### src/rtl/ysyx_dsq.sv
// Multi-lane in-order circular dispatch queue: LANES enqueue and LANES dequeue lanes per cycle.
// Latency: an entry is visible on out_valid/out_data exactly one cycle after it is enqueued, with no bypass.
// Backpressure: in_ready depends only on registered occupancy; pops never free space in the same cycle.
module ysyx_dsq #(
  parameter int LANES = 2,
  parameter int DEPTH = 8,
  parameter int DW    = 64
) (
  input  logic                       clock,
  input  logic                       reset,
  input  logic                       flush,
  input  logic [LANES-1:0]           in_valid,
  input  logic [LANES*DW-1:0]        in_data,
  output logic                       in_ready,
  output logic [LANES-1:0]           out_valid,
  output logic [LANES*DW-1:0]        out_data,
  input  logic [LANES-1:0]           out_ready,
  output logic [$clog2(DEPTH):0]     count,
  output logic                       full,
  output logic                       empty
);

  localparam int AW = $clog2(DEPTH);
  localparam int CW = AW + 1;

  logic [DW-1:0]    mem_q [DEPTH];
  logic [AW-1:0]    head_q, head_d;
  logic [AW-1:0]    tail_q, tail_d;
  logic [CW-1:0]    count_q, count_d;

  logic [LANES-1:0] enq_mask;
  logic [LANES-1:0] pop_mask;
  logic [CW-1:0]    enq_k;
  logic [CW-1:0]    pop_k;
  logic             enq_run;
  logic             pop_run;

  // Space check uses registered occupancy only, so a full queue never admits on a pop cycle.
  assign in_ready = (CW'(DEPTH) - count_q) >= CW'(LANES);
  assign full     = (count_q == CW'(DEPTH));
  assign empty    = (count_q == '0);
  assign count    = count_q;

  // Accepted lanes are the leading contiguous run from lane 0; the first gap ends the run.
  always_comb begin
    enq_mask = '0;
    pop_mask = '0;
    enq_k    = '0;
    pop_k    = '0;
    enq_run  = in_ready & ~flush;
    pop_run  = ~flush;
    for (int i = 0; i < LANES; i++) begin
      enq_run     = enq_run & in_valid[i];
      pop_run     = pop_run & (count_q > CW'(i)) & out_ready[i];
      enq_mask[i] = enq_run;
      pop_mask[i] = pop_run;
      enq_k       = enq_k + CW'(enq_run);
      pop_k       = pop_k + CW'(pop_run);
    end
  end

  // Next pointer/occupancy: flush wins over any enqueue or pop in the same cycle.
  always_comb begin
    if (flush) begin
      head_d  = '0;
      tail_d  = '0;
      count_d = '0;
    end else begin
      head_d  = head_q + AW'(pop_k);
      tail_d  = tail_q + AW'(enq_k);
      count_d = count_q + enq_k - pop_k;
    end
  end

  // Pointers and occupancy are the only reset state.
  always_ff @(posedge clock or negedge reset) begin
    if (!reset) begin
      head_q  <= '0;
      tail_q  <= '0;
      count_q <= '0;
    end else begin
      head_q  <= head_d;
      tail_q  <= tail_d;
      count_q <= count_d;
    end
  end

  // Payload storage is not reset; stale contents are masked by occupancy.
  always_ff @(posedge clock) begin
    for (int j = 0; j < LANES; j++) begin
      if (enq_mask[j]) begin
        mem_q[tail_q + AW'(j)] <= in_data[j*DW +: DW];
      end
    end
  end

  // Lane i presents the i-th oldest entry, zeroed when that entry does not exist.
  always_comb begin
    out_valid = '0;
    out_data  = '0;
    for (int i = 0; i < LANES; i++) begin
      out_valid[i] = (count_q > CW'(i));
      if (count_q > CW'(i)) begin
        out_data[i*DW +: DW] = mem_q[head_q + AW'(i)];
      end
    end
  end

endmodule

### config.mk
export PLATFORM = sky130hd
export DESIGN_NAME = ysyx_dsq
export DESIGN_NICKNAME = d
export VERILOG_FILES = /design/src/rtl/ysyx_dsq.sv
export SDC_FILE = /design/constraint.sdc
export NUM_CORES = 1
export LEC_CHECK = 0
export CAP_MARGIN = 10
export CORE_ASPECT_RATIO = 1.2
export CORE_MARGIN = 5
export CORE_UTILIZATION = 49
export DETAILED_ROUTE_END_ITERATION = 10
export PLACE_DENSITY_LB_ADDON = 0.3
export REMOVE_ABC_BUFFERS = 1
export SYNTH_ARGS = -nofsm -noshare
export SYNTH_HDL_FRONTEND = slang
export SYNTH_SLANG_ARGS = --single-unit
### constraint.sdc
create_clock -name clock -period 7.3 [get_ports clock]
set_input_delay 0.73 -clock clock [delete_from_list [all_inputs] [get_ports clock]]
set_output_delay 0.73 -clock clock [all_outputs]
set_load 0.02 [all_outputs]
**Yosys cells after proc, flatten, opt, wreduce, memory -nomap -nowiden**

Memories as Yosys holds them, arrays and structs flattened.
Index checks and enable logic that the tools add are counted.

- Output and inout bits: 137
- Bits in writable memories: 512
- Logic and storage cells: 35
- Register bits after elaboration: 10
- Memories: 1

- Mux-type cells: 9
- Equal/unequal tests: 1
- $lt $le $gt $ge: 3
- Bitwise logic cells: 8
- Add/sub/neg operators: 9
- Reductions and logical operators: 1

Memories:

| memory | words | width | rd ports | clocked after memory_dff | wr ports | line | text |
|---|---|---|---|---|---|---|---|
| mem_q | 8 | 64 | 2 | 0 | 2 | 26 | `logic [DW-1:0] mem_q [DEPTH];` |

Operators with widths:

| operator | number |
|---|---|
| $mux 64 | 2 |
| $gt 4x1->1 const B | 2 |
| $and 1x1->1 | 7 |
| $add 3x1->3 const B | 2 |
| $add 3x2->3 | 2 |
| $mux 3 | 2 |
| $add 1x1->2 | 2 |
| $add 4x2->4 | 1 |
| $eq 4x4->1 const B | 1 |
| $ge 4x2->1 const B | 1 |
| $logic_not 4->1 | 1 |
| $mux 1 | 4 |
| $mux 4 | 1 |
| $sub 4x2->4 | 1 |
| $sub 4x4->4 const A | 1 |
| $not 1->1 | 1 |

**Longest topological paths before layout**

Gate-level depths: netlist (run 1).

- Word-level depth: 9
- Mapped depth: 14

**Least setup slack after synthesis (run 1)**

No wires, ideal clock.

- Path kind: register -> register
- From: register count_q[0], in the netlist count[0]
- To: memory mem_q[7][0] (enable)
- Arrival: 4905 ps
- Required time: 6793 ps
- Cell stages (with the launch flop): 9
- Path buffers: 1
- Setup slack: 1888 ps
- Path through: dfrtp_1 inv_1 ha_1 nor2b_1 o2111a_1 buf_2 inv_2 nand2_1 a21oi_1

RTL lines:

| item | line | text |
|---|---|---|
| from (decl) | 29 | `logic [CW-1:0] count_q, count_d;` |
| from (signal assigned) | 84 | `count_q <= count_d;` |
| to (decl) | 26 |  |

**Worst setup path in the final report (run 1)**

- From: register head_q[1]
- To: output port out_data[123]

- Cells in the longest elaborated chain, start to end: 3

RTL lines:

| item | line | text |
|---|---|---|
| from (decl) | 27 | `logic [AW-1:0] head_q, head_d;` |
| from (signal assigned) | 78 | `head_q <= '0;` |
| from (signal assigned) | 82 | `head_q <= head_d;` |
| $add 3x1->3 | 104 | `out_data[i*DW +: DW] = mem_q[head_q + AW'(i)];` |
| $mem_v2 8x64 | - |  |
| $mux 64 | 103 | `if (count_q > CW'(i)) begin` |
| to (decl) | 16 | `output logic [LANES*DW-1:0] out_data,` |

Every way passes these cells.

==> impl_results.md, run 1 <==
* Run status: finished, final reports clean
* Hold_buf cts at 0
* Reg2reg end: mem_q[2][30]
* Worst setup SP type: flop
* Compound-Gate Fraction of Synth Area at 0.0138
* Post-synth top cells: edfxtp_1, mux2_2, mux4_2, nand2_1, nor2_1
* First drt pass iteration count at 5
* Synthesis-stage register bit count at 522
* Full die area at 0.0670 mm2
* Inserted Clock Buffers at 53
* CP Cell Sequence: ha_4 -> buf_4 -> mux4_2 -> nand2_1 -> a21oi_1 -> clkdlybuf4s50_1
* Achievable Freq at 0.203 GHz
* DRT iter0 DRCs at 1810
* CP Capture Type: output port
* Worst-Skew Late Latency at 0.61 ns
* Net Sw Power at 4210 uW
* Cell row count at 100
* Sink Count at 522
* Endpoints failing hold at 0
* IO Port Bufs at 271
* First-pass GRT wire length at 129 mm
* All-Layer GR Usage at 0.257
* Largest family of logic cells by synthesized area: multiplexers
* Dominant cells by area after synthesis: edfxtp_1, mux4_2, mux2_2
* Setup-failing EPs final at 0
* Clock Skews at 0.0185 ns
* Avg WL per Cell at 29.7 um
* Die extent in y at 283 um
* Clk slew on worst S/H paths at 0.06 ns
* Slew Limit Fails at 0
* # resized after CTS at 0
* Non-Filler Instances at 2953
* Clock Path Buffers at 3
* Area Growth Syn to Fin at 17.2%
* Placed Area at 0.0339 mm2
* Period utilisation layout at 0.676
* CP peak stage delay at 0.85 ns
* Boundary Pins at 272
* DP HPWL at 50.1 mm
* DR vias/cell at 6.41
* Synth Cell Area at 0.0303 mm2
* Largest net degree at the start of global routing at 148
* R2R Setup Slk at 3.32 ns
* Asr flop ratio synth at 0.0192
* Library cells used by synthesis at 38
* Pwr Density at 329 mW/mm2
* DRC at 0
* H-tree levels at 2
* Cells after DPL at 2844
* Register area share after synthesis at 0.515
* CP Class: flop to output port
* Setup TNS at 0 ns
* Layout cell share with drive strength beyond 1 at 0.412
* Internal power at 7490 uW
* Cell taking the most area after synthesis: edfxtp_1
* Peak VDD IR at 0.484 mV
* Simple-Gate Fraction of Synth Area at 0.0345
* RR Startpoint: count[0]
* Switch share at 0.360
* Avg Cell Area, Syn at 16.3 um2
* Post-synthesis mux area share at 0.401
* Post-synthesis xor/xnor area fraction at 0.00231
* Syn Inst Count at 1861
* Dominant cell by count in the synthesized netlist: edfxtp_1
* Placer congestion estimate at 0.770
* Postcts setup bufs at 0
* EDFF count, synth at 512
* TritonCTS clock tree: done
* Hold WC Path Type: input port to async pin
* Unrepaired setup endpoints after global routing: false
* Least-Margin Pin Slew at 1.16 ns
* Synth Flop Type: edfxtp_1
* WL final at 87.8 mm
* Period minus WS final at 4.93 ns
* Via count at 18900
* Adder-Cell Fraction of Synth Area at 0.00883
* Sequential fraction of design power at 0.308
* Yosys top cell area share at 0.507
* GR Overflow Total at 0
* Clock share of power at 0.221
* Antenna Violating Nets Remaining at 0
* CP max FO at 37
* Max cap viols at 0
* Clock root buffer: clkbuf_16
* Worst slew margin at 0.227
* CP max-delay cell: ha_4
* # nets final at 2237
* Vias in the first global route at 20300
* CP required at 6.57 ns
* Initial antenna violation count at 19
* Final Cell Area at 0.0355 mm2
* Initial Utilization at 0.492
* Core Area at 0.0617 mm2
* CP arrival at 4.20 ns
* Yosys warning count at 0
* Comb pwr share at 0.470
* Leakage at 0.0111 uW
* Reg2Reg Depth at 8
* Chip Width at 237 um
final cells by class:
| class | count | area (um2) |
|---|---|---|
| Antenna cell | 12 | 30.0 |
| Clock buffer | 81 | 1550 |
| Clock inverter | 16 | 70.1 |
| Fill cell | 4797 | 26100 |
| Inverter | 15 | 56.3 |
| Multi-Input combinational cell | 1181 | 14100 |
| Sequential cell | 522 | 15600 |
| Tap cell | 816 | 1020 |
| Timing Repair Buffer | 310 | 3070 |
how the worst max path moves through the flow:
stage / start / endpoint / slack [ns] / depth (start not counted)
after CTS: head_q[0] / out_data[2] / 2.26 / 6
after detailed placement: head_q[0] / out_data[42] / 2.92 / 6
after floorplan: head_q[0] / out_data[100] / -7.10 / 4
final: head_q[1] / out_data[123] / 2.37 / 6
after global routing: head_q[0] / out_data[4] / 2.07 / 6
after global placement: head_q[1] / out_data[103] / 2.91 / 6
flip-flops by register name (all words and copies together) (netlist names):
signal	flops
mem_q	512
count	4
tail_q	3
head_q	3
power groups by stage:
stage	logic, uW	clock network [uW]	registers, uW
3_3_place_gp	5510	0	3660
6_report	5510	2590	3610
2_1_floorplan	3660	0	3860
5_1_grt	5850	2750	3620
3_5_place_dp	5550	0	3670
4_1_cts	5580	2620	3610
cell usage in the layout, fill, tap and decap left out, drive strengths merged, types with 2 or more instances in the layout:
master	netlist	routed
diode	0	12
clkinv	0	15
clkdlybuf4s50	0	271
mux2i	64	64
a31oi	2	2
a32oi	3	3
and3	2	2
buf	81	39
ha	15	15
clkbuf	62	81
nor2b	8	8
nand3	8	8
xor2	3	3
dfrtp	10	10
edfxtp	512	512
mux2	512	512
nand2	134	134
nor2	81	81
inv	15	16
xnor2	5	5
nor3b	2	2
mux4	256	256
a21oi	66	66
nor3	5	5
and2	2	2
fa	4	4
logic make-up after synthesis:
logic type | count (synthesis)
muxes | 832
buffers and inverters | 158
DFF | 522
xor gates and xnor gates | 8
adders and majority gates | 19
and+or+nand+nor | 245
AOI/OAI and AO/OA | 77
worst max-delay path: cells and delay by family, from the launching register on:
kind                       cells  cell delay, ns
buffers and inverters          2            1.17
adders and majority gates      1            0.85
DFF                            1            0.73
muxes                          1            0.57
AOI/OAI and AO/OA              1            0.12
and+or+nand+nor                1            0.08
per-stage QoR:
stage          setup WS (ns)  total power [uW]  utilization  hold WS (ns)
6_report                2.37             11700        0.576         0.519
3_5_place_dp            2.92              9220        0.550         0.696
4_1_cts                 2.26             11800        0.576         0.497
3_3_place_gp            2.91              9160        0.550         0.684
2_1_floorplan          -7.10              7520            -         0.434
5_1_grt                 2.07             12200        0.576         0.537
per-layer routing:
metal | track usage | wire length (um) | up-vias
met5 | 0 | 77 | -
met4 | 0.0814 | 2690 | 12
met3 | 0.0467 | 6590 | 174
met2 | 0.447 | 44800 | 864
met1 | 0.332 | 33700 | 9901
li1 | - | - | 7988
Power figures use the tool's default switching activity.
==> run 2: changes to the inputs <==
Clock period 7.3 ns to 4.67 ns, I/O delays scaled along.
==> run 2 against run 1 <==
  * Die area did not move
  * Via count increased by 0.60%
  * Clock-buffer cell count decreased by 12
  * Routed wire length is 1.8% higher
  * Critical path depth did not move
  * Sequential share of layout area decreased by 0.44 points
  * Largest cell class unchanged
==> impl_results.md, run 2 (same netlist as run 1, synthesis figures left out) <==
* Run status: finished, final reports clean
* H-tree levels at 2
* Non-Filler Instances at 2973
* Peak VDD IR at 0.497 mV
* Area occupied by multi-input gates at 0.0141 mm2
* DRC at 0
* Clock Path Buffers at 3
* CP Class: flop to output port
* Antenna Violating Nets Remaining at 0
* # resized after CTS at 0
* CP Capture Type: output port
* Cells after DPL at 2862
* Hold_buf cts at 0
* Full die area at 0.0670 mm2
* Slew Limit Fails at 0
* WL final at 89.4 mm
* Vias in the first global route at 20100
* Achievable Freq at 0.244 GHz
* CP peak stage delay at 0.64 ns
* Clock Skews at 0.0188 ns
* Core Area at 0.0617 mm2
* CP Cell Sequence: ha_4 -> buf_12 -> mux4_2 -> nand2_1 -> a21oi_1 -> clkdlybuf4s50_1
* Via count at 19100
* R2R Setup Slk at 1.05 ns
* DR vias/cell at 6.41
* TritonCTS clock tree: done
* Most frequent cells in the layout: edfxtp_1, mux2_2, clkdlybuf4s50_1
* # nets final at 2255
* Max cap viols at 0
* Cell row count at 100
* Reg2Reg Depth at 8
* Worst slew margin at 0.269
* CP max FO at 43
* Worst Setup SP: head_q[1]
* Most common cell after layout, fill and taps aside: edfxtp_1
* Chip Width at 237 um
* CP max-delay cell: ha_4
* First drt pass iteration count at 6
* Initial Utilization at 0.492
* Worst path bufs/invs at 2
* First-pass GRT wire length at 132 mm
* Core Util, Final at 0.582
* CP arrival at 3.62 ns
* Crit path max-delay family: buffers and inverters
* Unrepaired setup endpoints after global routing: false
* Placer congestion estimate at 0.799
* Die extent in y at 283 um
* CP required at 4.20 ns
* DRT iter0 DRCs at 1786
* Leakage at 0.0113 uW
* GR Overflow Total at 0
* Clock root buffer: clkbuf_16
* Boundary Pins at 272
* IO Port Bufs at 271
* Postcts setup bufs at 0
* Initial antenna violation count at 17
* Setup-failing EPs final at 0
* Least-Margin Pin Slew at 1.10 ns
* All-Layer GR Usage at 0.262
* RR Startpoint: count[0]
* Largest net degree at the start of global routing at 130
* Clk slew on worst S/H paths at 0.06 ns
* Endpoints failing hold at 0
* Flip-flop and latch area at 0.0156 mm2
* Setup TNS at 0 ns
* Fill cells at 4714
* DP HPWL at 53.1 mm
* Max reg flops at 512
* Layout cell share with drive strength beyond 1 at 0.419
* Inserted Clock Buffers at 53
* Worst-Skew Late Latency at 0.61 ns
* CP Depth at 6
* Period minus WS final at 4.09 ns
* Largest reg by FF count: mem_q
* Period utilisation layout at 0.876
* Area Growth Syn to Fin at 18.3%
* Hold WC Path Type: input port to async pin
* Crit path to: out_data[82]
* Pwr Density at 517 mW/mm2
* Reg2reg end: mem_q[5][21]
* Sink Count at 522
* Worst setup SP type: flop
* Avg WL per Cell at 30.1 um
* Total power at 18600 uW
run 2: cell count changes in the layout (fill, tap and decap cells not counted):
cell / delta
clkinvlp_4: +2
bufinv_16: +4
buf_4: +4
clkinv_2: +3
clkbuf_16: -1
clkinv_1: +3
clkbuf_1: -6
clkbuf_8: -5
diode_2: +2
buf_12: +14
run 2: final cells by class:
cell class	count	share of cell area
clock inverter	28	0.00645
antenna	14	0.000976
multi-input combinational	1181	0.393
inverter	15	0.00157
sequential	522	0.436
tap	816	0.0284
clock buffer	69	0.0398
timing repair buffer	328	0.0941
run 2: where the power goes:
| part | total (uW) | internal, uW | leakage [uW] | switching (uW) |
|---|---|---|---|---|
| Sequential | 5630 | 5490 | 0.00476 | 142 |
| Clock | 4170 | 2370 | 0.000805 | 1810 |
| Combinational | 8770 | 4030 | 0.00572 | 4740 |
| Total | 18600 | 11900 | 0.0113 | 6690 |
run 2: worst min-delay path by stage:
stage / start / end
3_5_place_dp: tail_q[2] / tail_q[2]
3_3_place_gp: tail_q[2] / tail_q[2]
6_report: reset / count[1]
4_1_cts: reset / count[0]
5_1_grt: reset / count[0]
2_1_floorplan: reset / count[0]
run 2: through the flow:
stage / instance area (um2) / worst slack, ns / hold WS, ns
2_1_floorplan: 29700 / -9.46 / 0.171
3_3_place_gp: 34200 / 1.14 / 0.683
3_5_place_dp: 34200 / 1.04 / 0.709
4_1_cts: 35900 / 0.511 / 0.196
5_1_grt: 35900 / 0.363 / 0.231
6_report: 35900 / 0.579 / 0.215
run 2: routing by layer:
layer	wire, um	vias to the layer above	track usage
li1	-	8043	-
met4	2400	10	0.0739
met1	34800	10000	0.351
met5	75	-	0
met3	7130	133	0.0492
met2	44900	857	0.445
==> run 3: changes to the inputs <==
Settings changed: CORE_UTILIZATION 49 to 59, MAX_ROUTING_LAYER set to met4, TNS_END_PERCENT set to 20.
==> run 3 against run 2 <==
  * Total power shrank 0.48%
  * Sequential power is essentially flat
  * Cell count shrank 5.7%
  * Flip-flop and latch count is the same
  * Combinational power is essentially flat
  * Hold slack lost 0.026 ns
  * Critical endpoint is now out_data[24]
==> impl_results.md, run 3 (same netlist as run 1, synthesis figures left out) <==
* Unrepaired setup endpoints after global routing: false
* Run status: finished, final reports clean
* Layout cell share with drive strength beyond 1 at 0.416
* Largest net degree at the start of global routing at 130
* Boundary Pins at 272
* Via count at 19200
* Most frequent cells in the layout: edfxtp_1, mux2_2, clkdlybuf4s50_1
* Worst path bufs/invs at 4
* First-pass GRT wire length at 129 mm
* Internal power at 11800 uW
* Hold WC Path Type: input port to async pin
* Most common cell after layout, fill and taps aside: edfxtp_1
* Pwr Density at 519 mW/mm2
* TritonCTS clock tree: done
* Initial Utilization at 0.593
* Clock root buffer: clkbuf_16
* GR Overflow Total at 0
* CP Capture Type: output port
* H-tree levels at 2
* Hold_buf cts at 0
* Die extent in y at 258 um
* Area Growth Syn to Fin at 17.4%
* Achievable Freq at 0.237 GHz
* Final Cell Area at 0.0356 mm2
* First drt pass iteration count at 5
* Least-Margin Pin Slew at 1.09 ns
* Placed Area at 0.0339 mm2
* Endpoints failing hold at 0
* WL final at 86.0 mm
* Placer congestion estimate at 0.866
* Sink Count at 522
* CP peak stage delay at 0.79 ns
* DR vias/cell at 6.84
* Largest reg by FF count: mem_q
* Fin Hold WS at 0.189 ns
* Peak VDD IR at 0.562 mV
* Cell row count at 91
* Inserted Clock Buffers at 53
* Initial antenna violation count at 21
* Core Area at 0.0511 mm2
* Clk slew on worst S/H paths at 0.06 ns
* # resized after CTS at 0
* Slew Limit Fails at 0
* Antenna Violating Nets Remaining at 0
* Clock Skews at 0.0262 ns
* Max cap viols at 0
* Net Sw Power at 6640 uW
* Leakage at 0.0112 uW
* Switch share at 0.359
* IO Port Bufs at 271
* Period utilisation layout at 0.903
* Worst-Skew Late Latency at 0.61 ns
* Full die area at 0.0561 mm2
* Postcts setup bufs at 0
* Chip Width at 217 um
* CP max-delay cell: buf_4
* CP max FO at 47
* Max reg flops at 512
* Avg WL per Cell at 30.7 um
* Comb pwr share at 0.474
* CP required at 4.20 ns
* Sequential fraction of design power at 0.304
* DRT iter0 DRCs at 2017
* CP Class: flop to output port
* DP HPWL at 49.3 mm
* Crit path max-delay family: buffers and inverters
* Vias in the first global route at 20400
* Period minus WS final at 4.22 ns
* # nets final at 2247
* Worst slew margin at 0.269
* All-Layer GR Usage at 0.313
* Clock share of power at 0.222
* CP arrival at 3.75 ns
* DRC at 0
* Clock Path Buffers at 3
* CP Cell Sequence: inv_1 -> ha_1 -> nand2_1 -> inv_2 -> buf_4 -> nor2_1 -> clkdlybuf4s50_1
* Setup-failing EPs final at 0
* Worst setup SP type: flop
-- run 3: power by group through the flow --
stage,logic (uW),clock network (uW),registers (uW)
6_report,8750,4100,5630
5_1_grt,9230,4340,5650
4_1_cts,8810,4140,5620
3_5_place_dp,8760,0,5720
3_3_place_gp,8690,0,5690
2_1_floorplan,5300,0,5990
-- run 3: worst paths after layout --
path,cells after the start,from,end,slack [ns]
min,1,reset,count[1],0.19
max,7,count[1],out_data[24],0.45
min reg2reg,2,tail_q[2],tail_q[2],0.76
max reg2reg,9,count[0],mem_q[1][45],0.85
min in group clock,2,flush,count[2],0.68
max in group asynchronous,1,reset,head_q[2],4.09
-- run 3: layer usage --
layer / share of wire / GRT usage / vias up
met2: 0.51 / 0.504 / 996
met5: 0 / - / -
met4: 0.028 / 0.0973 / 0
li1: - / - / 8037
met3: 0.096 / 0.0668 / 148
met1: 0.37 / 0.408 / 10000
-- run 3: through the flow --
stage | TNS (ns) | utilization | instances | power [uW] | worst slack (ns)
3_5_place_dp | 0 | 0.664 | 2689 | 14500 | 0.951
6_report | 0 | 0.696 | 2805 | 18500 | 0.453
4_1_cts | 0 | 0.695 | 2784 | 18600 | 0.454
3_3_place_gp | 0 | 0.664 | 2689 | 14400 | 1.08
2_1_floorplan | -1107.08 | - | 1718 | 11300 | -9.46
5_1_grt | 0 | 0.696 | 2805 | 19200 | 0.363
-- run 3: layout make-up --
class | instances | area (um2)
flip-flops and latches | 522 | 15600
clock buffers | 69 | 1430
fillers | 3373 | 15500
inverters | 15 | 56.3
repair buffers | 320 | 3310
well taps | 651 | 815
diodes | 21 | 52.6
multi-input cells | 1181 | 14100
clock inverters | 26 | 191
